<file path="src/rtl/dmem_mmio.sv">
// Data-memory stage: word RAM plus MMIO window (TX byte FIFO, cycle counter, status).
// Optional feature macro: DMEM_ALIGN_CHECK_EN (drop misaligned writes, sticky align_err).
module dmem_mmio #(
    parameter int unsigned DEPTH      = 64,
    parameter int unsigned FIFO_DEPTH = 8,
    parameter logic [31:0] MMIO_BASE  = 32'hFFFF_FF00
) (
    input  logic        clk,
    input  logic        reset,
    input  logic        MemWriteM,
    input  logic [31:0] ALUOutM,
    input  logic [31:0] WriteDataM,
    output logic [31:0] ReadDataM,
    output logic        tx_valid,
    output logic [7:0]  tx_data,
    input  logic        tx_ready,
    output logic        align_err
);

    localparam int unsigned AW = $clog2(DEPTH);
    localparam int unsigned FW = $clog2(FIFO_DEPTH);
    localparam int unsigned CW = FW + 1;

    localparam logic [5:0] OFF_TXDATA = 6'h00;
    localparam logic [5:0] OFF_STATUS = 6'h01;
    localparam logic [5:0] OFF_CYCLE  = 6'h02;

    logic [31:0]   ram_q [DEPTH];
    logic [7:0]    fifo_q [FIFO_DEPTH];

    logic [FW-1:0] rd_ptr_q, rd_ptr_d;
    logic [FW-1:0] wr_ptr_q, wr_ptr_d;
    logic [CW-1:0] cnt_q, cnt_d;
    logic          ovf_q, ovf_d;
    logic [31:0]   cycle_q, cycle_d;

    logic          mmio_hit;
    logic [AW-1:0] ram_idx;
    logic [5:0]    mmio_word;
    logic          wr_ok;
    logic          push_req, status_wr, cycle_wr;
    logic          full, pop, do_push;
    logic [31:0]   status_word;

    assign mmio_hit  = (ALUOutM[31:8] == MMIO_BASE[31:8]);
    assign ram_idx   = ALUOutM[AW+1:2];
    assign mmio_word = ALUOutM[7:2];

`ifdef DMEM_ALIGN_CHECK_EN
    logic misaligned;
    logic align_err_q, align_err_d;

    assign misaligned  = (ALUOutM[1:0] != 2'b00);
    assign wr_ok       = MemWriteM & ~misaligned;
    // Reads only flag when they decode into MMIO; writes flag anywhere.
    assign align_err_d = align_err_q | (misaligned & (MemWriteM | mmio_hit));
    assign align_err   = align_err_q;

    always_ff @(posedge clk or negedge reset) begin
        if (!reset) begin
            align_err_q <= 1'b0;
        end else begin
            align_err_q <= align_err_d;
        end
    end
`else
    logic [1:0] unused_addr_lo;

    assign unused_addr_lo = ALUOutM[1:0];
    assign wr_ok          = MemWriteM;
    assign align_err      = 1'b0;
`endif

    assign push_req  = wr_ok & mmio_hit & (mmio_word == OFF_TXDATA);
    assign status_wr = wr_ok & mmio_hit & (mmio_word == OFF_STATUS);
    assign cycle_wr  = wr_ok & mmio_hit & (mmio_word == OFF_CYCLE);

    assign full     = (cnt_q == CW'(FIFO_DEPTH));
    assign tx_valid = (cnt_q != '0);
    assign pop      = tx_valid & tx_ready;
    // A pop in the same cycle frees the slot, so a push into a full FIFO still lands.
    assign do_push  = push_req & (~full | pop);
    assign tx_data  = tx_valid ? fifo_q[rd_ptr_q] : 8'h00;

    always_comb begin
        rd_ptr_d = rd_ptr_q;
        wr_ptr_d = wr_ptr_q;
        cnt_d    = cnt_q;
        ovf_d    = ovf_q;
        if (pop) begin
            rd_ptr_d = rd_ptr_q + FW'(1);
        end
        if (do_push) begin
            wr_ptr_d = wr_ptr_q + FW'(1);
        end
        case ({do_push, pop})
            2'b10:   cnt_d = cnt_q + CW'(1);
            2'b01:   cnt_d = cnt_q - CW'(1);
            default: cnt_d = cnt_q;
        endcase
        if (status_wr && WriteDataM[9]) begin
            ovf_d = 1'b0;
        end
        if (push_req && full && !pop) begin
            ovf_d = 1'b1;
        end
        cycle_d = cycle_wr ? '0 : cycle_q + 32'd1;
    end

    always_ff @(posedge clk or negedge reset) begin
        if (!reset) begin
            rd_ptr_q <= '0;
            wr_ptr_q <= '0;
            cnt_q    <= '0;
            ovf_q    <= 1'b0;
            cycle_q  <= '0;
        end else begin
            rd_ptr_q <= rd_ptr_d;
            wr_ptr_q <= wr_ptr_d;
            cnt_q    <= cnt_d;
            ovf_q    <= ovf_d;
            cycle_q  <= cycle_d;
        end
    end

    always_ff @(posedge clk) begin
        if (wr_ok && !mmio_hit) begin
            ram_q[ram_idx] <= WriteDataM;
        end
    end

    always_ff @(posedge clk) begin
        if (do_push) begin
            fifo_q[wr_ptr_q] <= WriteDataM[7:0];
        end
    end

    always_comb begin
        status_word      = '0;
        status_word[5:0] = 6'(cnt_q);
        status_word[6]   = ~tx_valid;
        status_word[7]   = full;
        status_word[8]   = ovf_q;
        status_word[9]   = align_err;
    end

    always_comb begin
        ReadDataM = '0;
        if (mmio_hit) begin
            case (mmio_word)
                OFF_STATUS: ReadDataM = status_word;
                OFF_CYCLE:  ReadDataM = cycle_q;
                default:    ReadDataM = '0;
            endcase
        end else begin
            ReadDataM = ram_q[ram_idx];
        end
    end

endmodule

</file>
<file path="config.mk">
export PLATFORM = sky130hd
export DESIGN_NAME = dmem_mmio
export DESIGN_NICKNAME = d
export VERILOG_FILES = /design/src/rtl/dmem_mmio.sv
export SDC_FILE = /design/constraint.sdc
export NUM_CORES = 2
export LEC_CHECK = 0
export CAP_MARGIN = 20
export CORE_UTILIZATION = 40
export CTS_BUF_LIST = sky130_fd_sc_hd__clkbuf_2
export DETAILED_ROUTE_END_ITERATION = 7
export PLACE_DENSITY = 0.58
export SYNTH_ARGS = -nofsm -noshare
export SYNTH_HDL_FRONTEND = slang
export SYNTH_SLANG_ARGS = --single-unit
export TNS_END_PERCENT = 20
</file>
<file path="constraint.sdc">
create_clock -name clk -period 6.95 [get_ports clk]
set_clock_uncertainty 0.15 [all_clocks]
set_input_delay 1.0425 -clock clk [delete_from_list [all_inputs] [get_ports clk]]
set_output_delay 1.0425 -clock clk [all_outputs]
set_load 0.02 [all_outputs]
</file>
## After elaboration in Yosys (flattened, before gate mapping)

Memories as Yosys holds them, arrays and structs flattened.
Index checks and enable logic that the tools add are counted.

- Register bits after elaboration: 43
- Bits in writable memories: 2,112
- Input port bits: 68
- Output and inout bits: 42
- Logic and storage cells: 48
- Memories: 2

Memories:

| memory | depth | bits a word | rd ports | clocked after memory_dff | write ports | RTL line | RTL |
|---|---|---|---|---|---|---|---|
| ram_q | 64 | 32 | 1 | 0 | 1 | 28 | `logic [31:0] ram_q [DEPTH];` |
| fifo_q | 8 | 8 | 1 | 0 | 1 | 29 | `logic [7:0] fifo_q [FIFO_DEPTH];` |

- Add/subtract/negate cells: 5
- Equal/unequal tests: 6
- Mux-type cells: 11
- Bitwise gates (word level): 9
- Reductions and logical operators: 10

Operators with widths:

| kind | count |
|---|---|
| $mux W32 | 2 |
| $pmux W32 S2 | 1 |
| $add A32 B1 Y32 const B | 1 |
| $eq A24 B24 Y1 const B | 1 |
| $mux W8 | 1 |
| $pmux W4 S2 | 1 |
| $add A3 B1 Y3 const B | 2 |
| $and A1 B1 Y1 | 6 |
| $eq A6 B1 Y1 const B | 1 |
| $eq A6 B2 Y1 const B | 1 |
| $logic_not A6 Y1 | 1 |
| $mux W1 | 6 |
| $add A4 B1 Y4 const B | 1 |
| $eq A4 B4 Y1 const B | 1 |
| $logic_and A1 B1 Y1 | 4 |
| $reduce_bool A2 Y1 | 2 |
| $reduce_bool A4 Y1 | 1 |
| $sub A4 B1 Y4 const B | 1 |
| $eq A2 B1 Y1 const B | 1 |
| $eq A2 B2 Y1 const B | 1 |
| $logic_not A1 Y1 | 2 |
| $not A1 Y1 | 2 |
| $or A1 B1 Y1 | 1 |

## Longest topological paths before layout

- Depth in word-level cells: 6
- Mapped depth: 12

## Worst setup path after synthesis

Ideal clock, no wire load.

- Kind: in2reg
- Start: in ALUOutM[2]
- End: mem ram_q[17][0] (enable)
- Arrival: 3,720 ps
- Required time: 6,379 ps
- Path slack: 2,658 ps
- Cell stages on the path: 9
- Path buffers: 6
- Cells stage by stage: buf_6 -> buf_12 -> buf_8 -> buf_6 -> buf_6 -> buf_4 -> and3_1 -> nand2_1 -> nor2_1

RTL lines:

| item | RTL line | RTL |
|---|---|---|
| from (decl) | 11 | `input logic [31:0] ALUOutM,` |
| to (decl) | 28 |  |

No word-level cell before the write port.

## Worst setup path after layout

- Start: in ALUOutM[2]
- End: out ReadDataM[23]

- Cells in the longest elaborated chain, start to end: 3

RTL lines:

| item | RTL line | RTL |
|---|---|---|
| parallel branches: the longest is 2 deep, another holds $mem_v2 Z64 W32 | -- |  |
| $mux W32 (*) | 149 | `if (mmio_hit) begin` |
| to (decl) | 13 | `output logic [31:0] ReadDataM,` |

Mark *: on every way between the ends.

==> flow_summary_export.csv <==
group,metric,value,unit
clocking,ctsResizeCount,0,
min_path,hold_path_depth,2,
global_route,grt_overflow_total,0,
route,num_vias,43850,
synthesis,ys_top_cells_by_area,"edfxtp_1 (76%), mux4_2 (11%), mux2i_1 (3.8%)",
clocking,cts_root_buf,"clkbuf_2",
route,viasPerCell,5.60,
die,core_area,208000,µm²
global_route,antenna_found_initial,10,
synthesis,synth_top_family_by_area,"multiplexers",
synthesis,synth_top_cell_by_area,"edfxtp_1",
setup_path,reg2reg_slack,3.94,ns
setup_path,r2r-start,"cnt_q[0]",
synthesis,synthMuxAreaShare,15.4,%
setup_path,cp.arrival,5.25,ns
synthesis,yosysUniqueCellTypes,69,
global_route,use_met3,4.62,%
setup_path,reg2regPathDepth,6,
global_route,grt_max_degree,102,
synthesis,synthAdderAreaFrac,0.0596,%
layout,drive_gt1_share,32.6,%
clocking,clkTransAtPathRegs,0.10,ns
timing,fin_ws,0.511,ns
power,vdd_drop_max,0.000169,V
global_route,use_met1,29.5,%
layout,syn_to_final_growth,13.1,%
global_route,grt.total_usage,21.7,%
synthesis,synth_xor_area_share,0.355,%
synthesis,ys_ff_latch,2155,
clocking,tritoncts,"yes",
synthesis,netlist_area,83900,µm²
timing,fin_tns_setup,0,ns
die,initial_utilization,40.4,%
timing,min_period_over_period,92.7,%
power,p_total,24.4,mW
clocking,clock_path_buffers,4,
global_route,use_met2,34.5,%
layout,nFillCells,18042,
layout,finish.utilization,45.7,%
synthesis,synth_enable_flop_cells,2112,
setup_path,crit_required,5.76,ns
synthesis,synthArstFlopShare,2.00,%
route,drt_first_pass_iters,5,
die,fp.dieW,460,µm
setup_path,critPathCaptureType,"output pin",
placed_design,gp_congestion,0.856,
placed_design,dp_hpwl,131,mm
route,ant_nets,0,
setup_path,crit_type,"input pin to output pin",
placed_design,pre_cts_ws,1.07,ns
timing,setup_viol,0,
flow_run,drv_cap,0,
timing,period_needed,6.44,ns
clocking,clk_latency,1.84,ns
clocking,cts_made_buffers,567,
power,p_per_area,257,nW/µm²
route,drc,0,
synthesis,synthFlopType,"edfxtp_1",
synthesis,syn-num-nets,4061,
global_route,grt_pass1_vias,44733,
timing,fmax,155,MHz
route,wirelength,230,mm
timing,slew-limit-headroom,18.9,%
timing,hold_viol,0,
synthesis,synthSimpleGateAreaFrac,2.45,%
timing,drv_slew,0,
clocking,ctsHtreeMaxLevel,6,
synthesis,yosys_warnings,0,
min_path,hold_class,"input pin to flip-flop",
timing,worst_slew_pin_slew,1.22,ns
setup_path,critPathLaunch,"ALUOutM[2]",
setup_path,reg2reg_to,"fifo_q[7][2]",
power,leakagePower,31.4,nW
synthesis,ys_seq_area_share,76.9,%
setup_path,crit_path_end,"ReadDataM[23]",
die,dieArea,212000,µm²
die,rows,167,
synthesis,yosys.area.top_type_share,75.6,%
route,wl_per_cell,29.3,µm
synthesis,netlist_instances,3989,
timing,rsz0062_at_grt,"no",
global_route,grt.busiest_layer,"met2",
die,die_y,460,µm
setup_path,crit_fanout,39,
clocking,clkSinkCount,2155,
layout,fin_nets,4760,
setup_path,crit_path_start_kind,"input pin",
die,ioPinCount,110,
synthesis,synth_compound_area_share,3.17,%
global_route,grt_pass1_wl,325,mm
placed_design,port_buffers,106,
synthesis,syn_area_per_cell,21.0,µm²
route,dr.first_iter.drc_count,4720,
status,status,"completed",
synthesized netlist by cell type (3+ instances only):
cell / instances
a31oi_1: 9
nor3_1: 15
nand3_1: 61
mux2_2: 15
a22oi_1: 150
nor2_1: 123
nand2b_1: 6
or4_1: 3
nand2_1: 111
nor2b_1: 48
edfxtp_1: 2112
buf_1: 17
xor2_1: 16
a21oi_1: 80
o2bb2ai_1: 3
mux2i_1: 316
a311o_1: 4
a211oi_1: 41
and2_1: 5
buf_12: 3
a221oi_1: 12
inv_1: 8
nand4_1: 14
o21ai_0: 17
ha_1: 4
mux4_2: 425
buf_6: 34
o2111ai_1: 3
buf_2: 43
clkbuf_1: 84
a221oi_2: 5
o22ai_1: 18
a32oi_1: 9
nor4_1: 6
a2111oi_0: 6
or3_1: 5
nor3b_1: 3
xnor2_1: 18
and3_1: 8
buf_4: 39
a22o_1: 9
buf_8: 3
dfrtp_1: 43
state kept, by name, summed over array words and instances, names as in the netlist:
signal / flops
fifo_q: 64
ram_q: 2048
rd_ptr_q: 3
ovf_q: 1
cycle_q: 32
wr_ptr_q: 3
cnt_q: 4
kinds of logic (layout without fill, tap and decap cells):
kind of cell	Yosys count	after routing
buffers and inverters	235	1280
adder cells (fa/ha/maj)	4	4
AO/OA/AOI/OAI	376	376
flip-flops	2155	2155
XOR/XNOR	34	34
AND/OR/NAND/NOR	427	427
other	1	12
multiplexers	757	757
metrics by stage:
step	area, µm²	hold slack (ns)	instances
after floorplan	83900	0.347	3989
after global placement	89400	0.380	6850
after detailed placement	89400	0.399	6851
after CTS	94600	0.0134	7804
after global routing	94900	-0.00927	7833
final	94900	0.170	7833
critical path, cell delays in order:
cell and delay [ns]:
dlygate4sd3_1 0.56, buf_8 0.26, nor2b_1 0.57, and3_1 0.50
and3_1 1.02, a32oi_1 0.26, nand3_1 0.27, clkdlybuf4s50_1 0.65
layout by cell type (no fill, tap or decap), types with 14 or more instances in the layout:
| cell | n |
|---|---|
| edfxtp_1 | 2112 |
| clkbuf_2 | 809 |
| mux4_2 | 425 |
| mux2i_1 | 316 |
| buf_4 | 171 |
| a22oi_1 | 150 |
| nand2_1 | 111 |
| a21oi_1 | 79 |
| clkinv_1 | 67 |
| nor2_4 | 65 |
| nand3_1 | 61 |
| nor2_1 | 58 |
| buf_12 | 53 |
| clkdlybuf4s50_1 | 48 |
| dlygate4sd3_1 | 46 |
| nor2b_1 | 45 |
| dfrtp_1 | 43 |
| a211oi_1 | 41 |
| buf_2 | 33 |
| o22ai_1 | 18 |
| xnor2_1 | 18 |
| o21ai_0 | 17 |
| inv_2 | 17 |
| xor2_1 | 16 |
| mux2_2 | 15 |
| nand4_1 | 14 |
report_power, final:
group	internal, mW	leakage (nW)	switching [mW]	total (mW)
clock	3.51	3.74	5.06	8.57
combinational	0.540	8.07	0.932	1.47
sequential	14.3	19.6	0.0173	14.3
per-layer routing:
layer	share of wire [%]	up-vias
met5	0.0057	-
met4	2.9	2
met2	48	1962
met1	41	23143
met3	7.4	378
li1	-	18365
worst min-delay path by stage:
stage              startpoint             to  slack [ns]
3_5_place_dp            ovf_q          ovf_q        0.40
3_3_place_gp            ovf_q          ovf_q        0.38
4_1_cts                 reset    rd_ptr_q[0]        0.01
2_1_floorplan           ovf_q          ovf_q        0.35
5_1_grt        WriteDataM[22]  ram_q[57][22]      -0.009
6_report       WriteDataM[22]  ram_q[21][22]        0.17
final cells by class:
class                           count  area, µm²  share of cell area (%)
Clock buffer                      809       4050                    4.27
Timing Repair Buffer              356       3530                    3.72
Tap cell                         2788       3490                    3.68
Antenna cell                       11       27.5                  0.0290
Sequential cell                  2155      64500                    68.0
Multi-Input combinational cell   1599      18500                    19.5
Inverter                            9       33.8                  0.0356
Clock inverter                    106        738                   0.778
what timing repair did:
| action | 4_1_cts | 5_1_grt |
|---|---|---|
| setup buffers | 0 | 0 |
| endpoints found under the hold margin | 2161 | 74 |
| hold buffers | 38 | 8 |
No activity file was read; power rests on OpenSTA's default activity.
